File: src/rtl/sync_pkg.sv
// Shared defaults and bus type for the synchronised-bus qualifier.
package sync_pkg;

  localparam int unsigned SYNC_REG_WDTH_DEF = 1;
  localparam int unsigned STABLE_CNT_DEF    = 4;

  typedef logic [SYNC_REG_WDTH_DEF-1:0] sync_bus_t;

endpackage

File: src/rtl/sync_bus_qualify_if.sv
// Bus/event bundle between the qualifier (slave) and its driver/consumer (master).
interface sync_bus_qualify_if
  import sync_pkg::*;
#(
  parameter int unsigned SYNC_REG_WDTH = SYNC_REG_WDTH_DEF
);

  logic [SYNC_REG_WDTH-1:0] sync_in;
  logic [SYNC_REG_WDTH-1:0] qual_val;
  logic [SYNC_REG_WDTH-1:0] rise;
  logic [SYNC_REG_WDTH-1:0] fall;
  logic                     chg_valid;
  logic [SYNC_REG_WDTH-1:0] chg_data;
  logic                     chg_ready;
  logic                     overrun;
  logic                     ovr_clr;

  modport master (
    output sync_in, chg_ready, ovr_clr,
    input  qual_val, rise, fall, chg_valid, chg_data, overrun
  );

  modport slave (
    input  sync_in, chg_ready, ovr_clr,
    output qual_val, rise, fall, chg_valid, chg_data, overrun
  );

endinterface

File: src/rtl/sync_stable_cnt.sv
// Candidate register and stability counter; strobes qualify when a new value has
// held for STABLE_CNT consecutive samples.
module sync_stable_cnt
  import sync_pkg::*;
#(
  parameter int unsigned              SYNC_REG_WDTH = SYNC_REG_WDTH_DEF,
  parameter int unsigned              STABLE_CNT    = STABLE_CNT_DEF,
  parameter logic [SYNC_REG_WDTH-1:0] RST_VAL       = '0
) (
  input  logic                     clk,
  input  logic                     rst_n,
  input  logic [SYNC_REG_WDTH-1:0] sync_in,
  input  logic [SYNC_REG_WDTH-1:0] qual_val,
  output logic [SYNC_REG_WDTH-1:0] cand,
  output logic                     qualify
);

  localparam int unsigned CNT_WDTH = $clog2(STABLE_CNT + 1);
  localparam logic [CNT_WDTH-1:0] CntSat  = CNT_WDTH'(STABLE_CNT);
  localparam logic [CNT_WDTH-1:0] CntLast = CNT_WDTH'(STABLE_CNT - 1);

  logic [SYNC_REG_WDTH-1:0] cand_d, cand_q;
  logic [CNT_WDTH-1:0]      cnt_d, cnt_q;

  always_comb begin
    cand_d = cand_q;
    cnt_d  = cnt_q;
    if (sync_in != cand_q) begin
      cand_d = sync_in;
      cnt_d  = '0;
    end else if (cnt_q != CntSat) begin
      cnt_d = cnt_q + CNT_WDTH'(1);
    end
  end

  // Reset saturates the counter so the reset value is never re-announced.
  always_ff @(posedge clk) begin
    if (!rst_n) begin
      cand_q <= RST_VAL;
      cnt_q  <= CntSat;
    end else begin
      cand_q <= cand_d;
      cnt_q  <= cnt_d;
    end
  end

  assign cand    = cand_q;
  assign qualify = (sync_in == cand_q) && (cnt_q == CntLast) && (cand_q != qual_val);

endmodule

File: src/rtl/sync_bus_qualify.sv
// Debounces a synchronised level bus, emits per-bit edge pulses and posts each
// qualified change on a valid/ready event port with sticky overrun.
module sync_bus_qualify
  import sync_pkg::*;
#(
  parameter int unsigned              SYNC_REG_WDTH = SYNC_REG_WDTH_DEF,
  parameter int unsigned              STABLE_CNT    = STABLE_CNT_DEF,
  parameter logic [SYNC_REG_WDTH-1:0] RST_VAL       = '0
) (
  input  logic                clk,
  input  logic                rst_n,
  sync_bus_qualify_if.slave   bus
);

  logic [SYNC_REG_WDTH-1:0] cand;
  logic                     qualify;

  logic [SYNC_REG_WDTH-1:0] qual_d, qual_q;
  logic [SYNC_REG_WDTH-1:0] rise_d, rise_q;
  logic [SYNC_REG_WDTH-1:0] fall_d, fall_q;
  logic                     valid_d, valid_q;
  logic [SYNC_REG_WDTH-1:0] data_d, data_q;
  logic                     ovr_d, ovr_q;

  sync_stable_cnt #(
    .SYNC_REG_WDTH (SYNC_REG_WDTH),
    .STABLE_CNT    (STABLE_CNT),
    .RST_VAL       (RST_VAL)
  ) u_stable_cnt (
    .clk      (clk),
    .rst_n    (rst_n),
    .sync_in  (bus.sync_in),
    .qual_val (qual_q),
    .cand     (cand),
    .qualify  (qualify)
  );

  always_comb begin
    qual_d  = qual_q;
    rise_d  = '0;
    fall_d  = '0;
    valid_d = valid_q;
    data_d  = data_q;
    ovr_d   = ovr_q;
    if (bus.ovr_clr) begin
      ovr_d = 1'b0;
    end
    if (qualify) begin
      qual_d  = cand;
      rise_d  = cand & ~qual_q;
      fall_d  = ~cand & qual_q;
      valid_d = 1'b1;
      data_d  = cand;
      // Overwriting an unaccepted event loses it; set wins over ovr_clr.
      if (valid_q && !bus.chg_ready) begin
        ovr_d = 1'b1;
      end
    end else if (valid_q && bus.chg_ready) begin
      valid_d = 1'b0;
    end
  end

  always_ff @(posedge clk) begin
    if (!rst_n) begin
      qual_q  <= RST_VAL;
      rise_q  <= '0;
      fall_q  <= '0;
      valid_q <= 1'b0;
      data_q  <= '0;
      ovr_q   <= 1'b0;
    end else begin
      qual_q  <= qual_d;
      rise_q  <= rise_d;
      fall_q  <= fall_d;
      valid_q <= valid_d;
      data_q  <= data_d;
      ovr_q   <= ovr_d;
    end
  end

  assign bus.qual_val  = qual_q;
  assign bus.rise      = rise_q;
  assign bus.fall      = fall_q;
  assign bus.chg_valid = valid_q;
  assign bus.chg_data  = data_q;
  assign bus.overrun   = ovr_q;

endmodule

File: src/flat_wrapper.sv
// flat-port wrapper written by rule: the top's interface ports become plain ports
module sync_bus_qualify_flat import sync_pkg::*;
#(
  parameter int unsigned              SYNC_REG_WDTH = SYNC_REG_WDTH_DEF,
  parameter int unsigned              STABLE_CNT    = STABLE_CNT_DEF,
  parameter logic [SYNC_REG_WDTH-1:0] RST_VAL       = '0
)
  (clk, rst_n, bus_sync_in, bus_chg_ready, bus_ovr_clr, bus_qual_val, bus_rise, bus_fall, bus_chg_valid, bus_chg_data, bus_overrun);
  sync_bus_qualify_if #(.SYNC_REG_WDTH(SYNC_REG_WDTH)) bus_i ();
  input  logic clk;
  input  logic rst_n;
  input wire logic [$bits(bus_i.sync_in)-1:0] bus_sync_in;
  input wire logic [$bits(bus_i.chg_ready)-1:0] bus_chg_ready;
  input wire logic [$bits(bus_i.ovr_clr)-1:0] bus_ovr_clr;
  output wire logic [$bits(bus_i.qual_val)-1:0] bus_qual_val;
  output wire logic [$bits(bus_i.rise)-1:0] bus_rise;
  output wire logic [$bits(bus_i.fall)-1:0] bus_fall;
  output wire logic [$bits(bus_i.chg_valid)-1:0] bus_chg_valid;
  output wire logic [$bits(bus_i.chg_data)-1:0] bus_chg_data;
  output wire logic [$bits(bus_i.overrun)-1:0] bus_overrun;
  assign bus_i.sync_in = bus_sync_in;
  assign bus_i.chg_ready = bus_chg_ready;
  assign bus_i.ovr_clr = bus_ovr_clr;
  assign bus_qual_val = bus_i.qual_val;
  assign bus_rise = bus_i.rise;
  assign bus_fall = bus_i.fall;
  assign bus_chg_valid = bus_i.chg_valid;
  assign bus_chg_data = bus_i.chg_data;
  assign bus_overrun = bus_i.overrun;
  sync_bus_qualify #(.SYNC_REG_WDTH(SYNC_REG_WDTH), .STABLE_CNT(STABLE_CNT), .RST_VAL(RST_VAL)) u_core (.clk(clk), .rst_n(rst_n), .bus(bus_i));
endmodule
File: config.mk
export PLATFORM = sky130hd
export DESIGN_NAME = sync_bus_qualify_flat
export DESIGN_NICKNAME = d
export VERILOG_FILES = /design/src/rtl/sync_pkg.sv /design/src/rtl/sync_bus_qualify_if.sv /design/src/rtl/sync_stable_cnt.sv /design/src/rtl/sync_bus_qualify.sv /design/src/flat_wrapper.sv
export SDC_FILE = /design/constraint.sdc
export NUM_CORES = 1
export LEC_CHECK = 0
export CAP_MARGIN = 0
export CORE_AREA = 5 5 42 44
export CTS_CLUSTER_DIAMETER = 100
export CTS_CLUSTER_SIZE = 16
export DETAILED_ROUTE_END_ITERATION = 6
export DIE_AREA = 0 0 47 49
export SYNTH_ARGS = -nofsm -noshare
export SYNTH_HDL_FRONTEND = slang
export SYNTH_SLANG_ARGS = --single-unit
File: constraint.sdc
create_clock -name clk -period 1.6 [get_ports clk]
set_input_delay 0.32 -clock clk [delete_from_list [all_inputs] [get_ports clk]]
set_output_delay 0.32 -clock clk [all_outputs]
set_load 0.005 [all_outputs]
==> impl_metrics.ini, run 1 <==
[synthesis]
postSynthAreaPerCell_um2 = 9.104
ys_seq_area_share_pct = 42.11
synth_top_area_share_pct = 42.11
ys_ff_latch = 9
ys_types = 16
synthesis.area_um2 = 427.9
yosysWarnings = 0
synthTopCellsByArea = dfxtp_1 42%, ha_1 15%, inv_1 7.9%, nand2_1 5.3%, nor2b_1 4.4%
synth.net_count = 57
yosys.area.top_type = dfxtp_1
synth_cells = 47

[sta]
fin_crit_ns = 1.456
whs_ns = 0.4882
slew_headroom_pct = 82.53
skew_ns = 0.002258
fin_crit_sh_pct = 91.00
setup_tns_ns = 0
rsz0062_at_grt = false
finalHoldViolCount = 0
final_max_slew_viol_count = 0
setup_viol = 0
max_slew.worst_pin.slew_ns = 0.2616
fmax_mhz = 686.8

[hold_path]
hp-class = flop to flop

[grt]
grt_max_degree = 8
antenna_found_initial = 0
grt_usage_pct = 7.774
overflow = 0
grt_pass1_wl_mm = 1.248
grt_pass1_vias = 319

[clock_tree]
cts_hold_buffers = 0
ctsLongestPathBuffers = 2
clkLatencyLatePin_ns = 0.26
cts_setup_buffers = 0
ctsResizeCount = 0
cts.sinks = 9
root_buffer = clkbuf_4
cts_tree = built
cts_buffers = 3
path_clk_slew_ns = 0.06
htree_num_levels = 1

[pwr]
p_per_area_nw_per_um2 = 816.5
ir_drop_v = 0.0003536
p_total_mw = 0.4628
leakage_nw = 0.2453

[critical_path]
cp_slowest_cell = clkdlybuf4s50_1
critPathMaxFanout = 4
worstPathCellList = clkdlybuf4s50_1
required_ns = 1.28
cp_data_arrival_time_ns = 1.14
cp-start-kind = flop
critPathMaxStageDelay_ns = 0.51
path_buf_inv = 1
worst-setup-path-type = flop to output pin
ff2ff_setup_slack_ns = 0.29
crit_path_end_kind = output pin
critPathTopFamily = buffers and inverters

[routing]
viasPerCell = 4.316
routedWlPerCell_um = 9.658
drc_errors = 0
drt_iter0_markers = 0
wl_um = 734
vias = 328
first_pass_iters = 1
final_antenna_net_count = 0

[floorplan]
core_um2 = 1401
placementRows = 14
ios = 11
die_h_um = 49
fp.dieW_um = 47
start_util_pct = 30.54
die_area_um2 = 2303

[cells_and_area]
layout_common_cells = 10 x clkdlybuf4s50_1, 9 x inv_1, 9 x dfxtp_1, 6 x nand2_1, 5 x ha_1
drive_gt1_share_pct = 11.67
layout_commonest_cell = clkdlybuf4s50_1
syn_to_final_growth_pct = 32.46
fillers = 146
diodes = 0
nNetsFinal = 71

[placed_design]
place_congestion = 0.7086
io_buffers = 10
dp_hpwl_um = 609.5

[flow_run]
maxCapViolCount = 0

[run_status]
outcome = completed
-- area by class of cell --
cell class	instances	area (um2)	share of cell area, %
sequential	9	180.2	31.79
multi-input combinational	28	206.4	36.42
clock buffer	4	26.28	4.636
tap	16	20.02	3.532
timing repair buffer	10	100.1	17.66
inverter	9	33.78	5.960
-- kinds of logic (layout without fill, tap and decap cells) --
group | Yosys count | after routing | share of synthesized area (%)
buffers and inverters | 10 | 23 | 9.649
AOI/OAI and AO/OA | 5 | 5 | 10.23
DFF | 9 | 9 | 42.10
xor gates and xnor gates | 2 | 2 | 5.849
adders and majority gates | 5 | 5 | 14.62
and+or+nand+nor | 16 | 16 | 17.54
-- final timing paths --
path                                                   from                                        end  cells after the start
setup reg to reg           u_core.bus.qual_val$_SDFFE_PN0P_           u_core.bus.qual_val$_SDFFE_PN0P_                      5
setup / recovery           u_core.bus.qual_val$_SDFFE_PN0P_                               bus_chg_data                      1
hold reg to reg   u_core.u_stable_cnt.cnt_q[2]$_SDFFE_PN1P_  u_core.u_stable_cnt.cnt_q[1]$_SDFFE_PP0P_                      2
hold / removal    u_core.u_stable_cnt.cnt_q[2]$_SDFFE_PN1P_  u_core.u_stable_cnt.cnt_q[1]$_SDFFE_PP0P_                      2
-- per-stage QoR --
| step | instances | instance area (um2) | utilization [%] | setup slack, ns |
|---|---|---|---|---|
| after floorplan | 47 | 427.9 | - | 0.3534 |
| after global placement | 72 | 540.5 | 38.57 | 0.2047 |
| after detailed placement | 72 | 540.5 | 38.57 | 0.1906 |
| after CTS | 76 | 566.8 | 40.45 | 0.1239 |
| after global routing | 76 | 566.8 | 40.45 | 0.06376 |
| final | 76 | 566.8 | 40.45 | 0.1439 |
-- cell usage after synthesis --
cell and instances:
nand3_1 3, a21oi_1 1, dfxtp_1 9, xnor2_1 1, nor2b_1 3, nand2_1 6, a31o_2 1, a32oi_1 1
and2_2 1, inv_1 9, nor2_1 3, buf_4 1, a21bo_1 1, a21boi_2 1, xnor2_2 1, ha_1 5
-- routing by layer --
layer / vias to the layer above / wire length (um) / global-route usage, %
li1: 172 / - / -
met5: - / 0 / 0
met2: 10 / 385 / 12.44
met4: 0 / 9 / 2.765
met1: 144 / 267 / 7.556
met3: 2 / 71 / 5.535
-- where the power goes --
part           internal (mW)  switching (mW)  total, mW
sequential             0.231         0.00662      0.238
clock                 0.0959          0.0765      0.172
combinational         0.0282          0.0241     0.0524
total                  0.355           0.107      0.463
-- state kept, by name, indices dropped and copies added (netlist names) --
signal	cells
u_core.bus.chg_valid	1
u_core.bus.overrun	1
u_core.bus.fall	1
u_core.u_stable_cnt.cand	1
u_core.u_stable_cnt.cnt_q	3
u_core.bus.rise	1
u_core.bus.qual_val	1
No activity file was read; power rests on OpenSTA's default activity.
==> run 2, diff against run 1 <==
Settings changed: CORE_AREA 5 5 42 44 to 2 2 39 41, DIE_AREA 0 0 47 49 to 0 0 41 43, SLEW_MARGIN from default to 20.
==> run 2 against run 1 <==
Non-clock buffer count did not move; total power is 0.40% higher; register-to-register slack improved by 0.02 ns; combinational power shrank 2%; sequential share of layout area stayed put; critical endpoint is now bus_qual_val.
==> impl_metrics.ini, run 2 (synthesis gave the netlist of run 1 again) <==
[run_status]
outcome = completed

[critical_path]
rr_endpoint = u_core.bus.qual_val$_SDFFE_PN0P_
reg2reg_depth = 5
cp_data_arrival_time_ns = 1.13
path_buf_inv = 1
cp_slowest_cell = clkdlybuf4s50_1
crit_path_end_kind = output pin
worst-setup-path-type = flop to output pin
r2r_start = u_core.bus.qual_val$_SDFFE_PN0P_
ff2ff_setup_slack_ns = 0.31
critPathMaxFanout = 4
cp-start-kind = flop
critPathTopFamily = buffers and inverters
required_ns = 1.28
worstPathCellList = clkdlybuf4s50_1
critPathMaxStageDelay_ns = 0.51

[pwr]
switching_power_mw = 0.1092
intPower_mw = 0.3554
ir_drop_v = 0.0004885
pwr-share-clk_pct = 37.8
comb_power_share_pct = 11.0
seqPwrFrac_pct = 51.2
switching_share_pct = 23.50
p_total_mw = 0.4646
leakage_nw = 0.2453
p_per_area_nw_per_um2 = 819.7

[grt]
grt_pass1_vias = 294
grt_max_degree = 8
overflow = 0
grt_pass1_wl_mm = 1.145
grt_usage_pct = 9.980
antenna_found_initial = 0

[placed_design]
place_congestion = 0.6668
io_buffers = 10
dp_hpwl_um = 491.2

[flow_run]
maxCapViolCount = 0

[clock_tree]
cts_tree = built
cts_buffers = 3
cts_setup_buffers = 0
cts.sinks = 9
path_clk_slew_ns = 0.06
cts_hold_buffers = 0
root_buffer = clkbuf_4
ctsResizeCount = 0
clkLatencyLatePin_ns = 0.26
ctsLongestPathBuffers = 2
htree_num_levels = 1

[sta]
fin_crit_sh_pct = 90.92
whs_ns = 0.4977
fin_crit_ns = 1.455
final_max_slew_viol_count = 0
setup_viol = 0
rsz0062_at_grt = false
max_slew.worst_pin.slew_ns = 0.2394
finalHoldViolCount = 0
slew_headroom_pct = 84.01
fmax_mhz = 687.4
setup_tns_ns = 0
skew_ns = 0.003923

[floorplan]
fp.dieW_um = 41
start_util_pct = 30.92
placementRows = 14
die_h_um = 43
die_area_um2 = 1763
ios = 11
core_um2 = 1384

[cells_and_area]
fin_util_pct = 40.96
regMostFlops = u_core.u_stable_cnt.cnt_q
layout_common_cells = 10 x clkdlybuf4s50_1, 9 x inv_1, 9 x dfxtp_1, 6 x nand2_1, 5 x ha_1
syn_to_final_growth_pct = 32.46
drive_gt1_share_pct = 11.67
diodes = 0
largest_reg_flops = 3
layout_commonest_cell = clkdlybuf4s50_1
nNetsFinal = 71

[hold_path]
hold_end = u_core.u_stable_cnt.cnt_q[1]$_SDFFE_PP0P_
hp-class = flop to flop
hp-start = u_core.u_stable_cnt.cnt_q[2]$_SDFFE_PN1P_
holdPathStages = 2

[routing]
first_pass_iters = 3
final_antenna_net_count = 0
wl_um = 624
drt_iter0_markers = 2
vias = 322
routedWlPerCell_um = 8.211
viasPerCell = 4.237
drc_errors = 0
[run 2: cell counts in the layout (fill, tap and decap cells not counted)]
Identical to the previous run, type by type.
[run 2: worst max path at each step]
stage,to,slack [ns],start,cells after the start
4_1_cts,bus_qual_val,0.12,u_core.bus.qual_val$_SDFFE_PN0P_,1
3_5_place_dp,u_core.u_stable_cnt.cnt_q[2]$_SDFFE_PN1P_,0.22,bus_sync_in,4
6_report,bus_qual_val,0.15,u_core.bus.qual_val$_SDFFE_PN0P_,1
2_1_floorplan,u_core.bus.qual_val$_SDFFE_PN0P_,0.35,u_core.bus.qual_val$_SDFFE_PN0P_,5
5_1_grt,bus_chg_data,0.07,u_core.bus.qual_val$_SDFFE_PN0P_,1
3_3_place_gp,u_core.u_stable_cnt.cnt_q[2]$_SDFFE_PN1P_,0.21,bus_sync_in,4
[run 2: worst reg2reg max path, cell delays in order, from the launching register on]
cell and delay (ns):
dfxtp_1 0.36, inv_1 0.07, ha_1 0.28, nor2b_1 0.22, a31o_2 0.20, a21boi_2 0.05
[run 2: per-stage QoR]
step | worst slack [ns] | std cells | area (um2)
2_1_floorplan | 0.3534 | 47 | 427.9
3_3_place_gp | 0.2078 | 72 | 540.5
3_5_place_dp | 0.2182 | 72 | 540.5
4_1_cts | 0.1240 | 76 | 566.8
5_1_grt | 0.07112 | 76 | 566.8
6_report | 0.1453 | 76 | 566.8
[run 2: cell type report]
type | instances | area [um2]
Sequential cell | 9 | 180.2
Timing Repair Buffer | 10 | 100.1
Multi-Input combinational cell | 28 | 206.4
Clock buffer | 4 | 26.28
Fill cell | 140 | 817.0
Inverter | 9 | 33.78
Tap cell | 16 | 20.02
[run 2: power by group through the flow]
stage	logic [mW]	registers, mW	clock network, mW
3_3_place_gp	0.0521	0.243	0
5_1_grt	0.0601	0.239	0.197
4_1_cts	0.0523	0.238	0.188
6_report	0.0513	0.238	0.176
3_5_place_dp	0.0514	0.243	0
2_1_floorplan	0.0338	0.242	0
[run 2: per-layer routing]
metal | vias to the layer above | track usage (%) | part of all wire (%)
li1 | 173 | - | -
met1 | 138 | 12.70 | 47
met3 | 0 | 7.853 | 9.3
met4 | 0 | 4.000 | 0
met5 | - | 0 | 0
met2 | 11 | 12.19 | 43
==> run 3, diff against run 2 <==
Settings changed: GPL_TIMING_DRIVEN from default to 0.
==> run 3 against run 2 <==
First-iteration DRC count grew to 2.5 times the previous value; worst setup slack worse by 0.048 ns; highest routed layer unchanged; cell count is 1.3% higher; largest power group unchanged; clock skew decreased by 0.0018 ns.
==> impl_metrics.ini, run 3 (synthesis gave the netlist of run 1 again) <==
[run_status]
outcome = completed

[grt]
overflow = 0
grt_pass1_wl_mm = 1.166
grt_max_degree = 8
grt_usage_pct = 10.38
grt_pass1_vias = 297
antenna_found_initial = 0

[routing]
routedWlPerCell_um = 8.195
drc_errors = 0
drt_iter0_markers = 5
viasPerCell = 4.091
vias = 315
first_pass_iters = 3
final_antenna_net_count = 0
wl_um = 631

[cells_and_area]
layout_common_cells = 10 x clkdlybuf4s50_1, 9 x inv_1, 8 x dfxtp_1, 6 x nand2_1, 5 x ha_1
diodes = 0
largest_reg_flops = 3
layout_commonest_cell = clkdlybuf4s50_1
fin_util_pct = 41.59
nNetsFinal = 72
syn_to_final_growth_pct = 34.50
drive_gt1_share_pct = 14.75
regMostFlops = u_core.u_stable_cnt.cnt_q
final_area_um2 = 575.6
fillers = 140

[floorplan]
die_h_um = 43
fp.dieW_um = 41
die_area_um2 = 1763
start_util_pct = 30.92
ios = 11
placementRows = 14
core_um2 = 1384

[critical_path]
cp_data_arrival_time_ns = 1.18
path_buf_inv = 2
worst-setup-path-type = flop to output pin
cp-start-kind = flop
required_ns = 1.28
critPathMaxFanout = 4
critPathMaxStageDelay_ns = 0.48
cp_slowest_cell = clkdlybuf4s50_1
worstPathCellList = buf_4, clkdlybuf4s50_1
crit_path_end_kind = output pin
critPathTopFamily = buffers and inverters

[sta]
fmax_mhz = 665.3
fin_ws_ns = 0.09702
skew_ns = 0.002088
final_max_slew_viol_count = 0
fin_crit_sh_pct = 93.94
rsz0062_at_grt = false
max_slew.worst_pin.slew_ns = 0.2482
slew_headroom_pct = 83.42
fin_crit_ns = 1.503
finalHoldViolCount = 0
whs_ns = 0.4972
setup_tns_ns = 0
setup_viol = 0

[placed_design]
place_congestion = 0.7028
post-place-ws_ns = 0.1896
placed_cell_area_um2 = 548.0
io_buffers = 10
dp_hpwl_um = 520.7

[pwr]
p_per_area_nw_per_um2 = 798.7
leakage_nw = 0.2513
ir_drop_v = 0.0006273

[clock_tree]
cts_buffers = 3
root_buffer = clkbuf_4
cts_tree = built
cts.sinks = 9
htree_num_levels = 1
cts_hold_buffers = 0
ctsLongestPathBuffers = 2
path_clk_slew_ns = 0.06
clkLatencyLatePin_ns = 0.26

[hold_path]
hp-class = flop to flop

[flow_run]
maxCapViolCount = 0
[run 3: per-stage QoR]
stage                     power, mW  std cells
after global placement       0.2949         73
after global routing         0.4972         77
after CTS                    0.4729         77
final                        0.4597         77
after floorplan              0.2754         47
after detailed placement     0.2946         73
[run 3: worst register-to-register path, delay by kind of cell, from the launching register on]
family	cells	cell delay [ns]
adders and majority gates	2	0.36
and+or+nand+nor	1	0.16
DFF	1	0.33
AOI/OAI and AO/OA	2	0.37
[run 3: final cells by class]
cell class,count,area [um2],area share (%)
timing repair buffer,10,100.1,17.39
buffer,1,7.507,1.304
clock buffer,4,26.28,4.565
sequential,9,181.4,31.52
tap,16,20.02,3.478
multi-input combinational,28,206.4,35.87
inverter,9,33.78,5.870
[run 3: repair_timing]
item | CTS | global route
buffers inserted | 0 | 0
endpoints found under the setup margin | 0 | 1
gates resized for setup | 0 | 1
[run 3: routing by layer]
layer | part of all wire (%) | global-route usage [%]
met4 | 0 | 4.000
met3 | 11 | 9.424
met5 | 0 | 0
met1 | 45 | 10.75
met2 | 45 | 14.37
[run 3: where the power goes]
group          switching [mW]  internal (mW)  total [mW]
logic                  0.0228         0.0280      0.0509
registers             0.00668          0.231       0.238
clock network          0.0750         0.0958       0.171
[run 3: final timing paths]
check / start / endpoint / slack, ns / depth (start not counted)
worst max-delay path: u_core.bus.qual_val$_SDFFE_PN0P_ / bus_qual_val / 0.1 / 2
worst min-delay path: u_core.u_stable_cnt.cnt_q[2]$_SDFFE_PN1P_ / u_core.u_stable_cnt.cnt_q[1]$_SDFFE_PP0P_ / 0.50 / 2
worst max register to register: u_core.u_stable_cnt.cnt_q[0]$_SDFFE_PP0P_ / u_core.bus.qual_val$_SDFFE_PN0P_ / 0.31 / 5
worst min register to register: u_core.u_stable_cnt.cnt_q[2]$_SDFFE_PN1P_ / u_core.u_stable_cnt.cnt_q[1]$_SDFFE_PP0P_ / 0.50 / 2
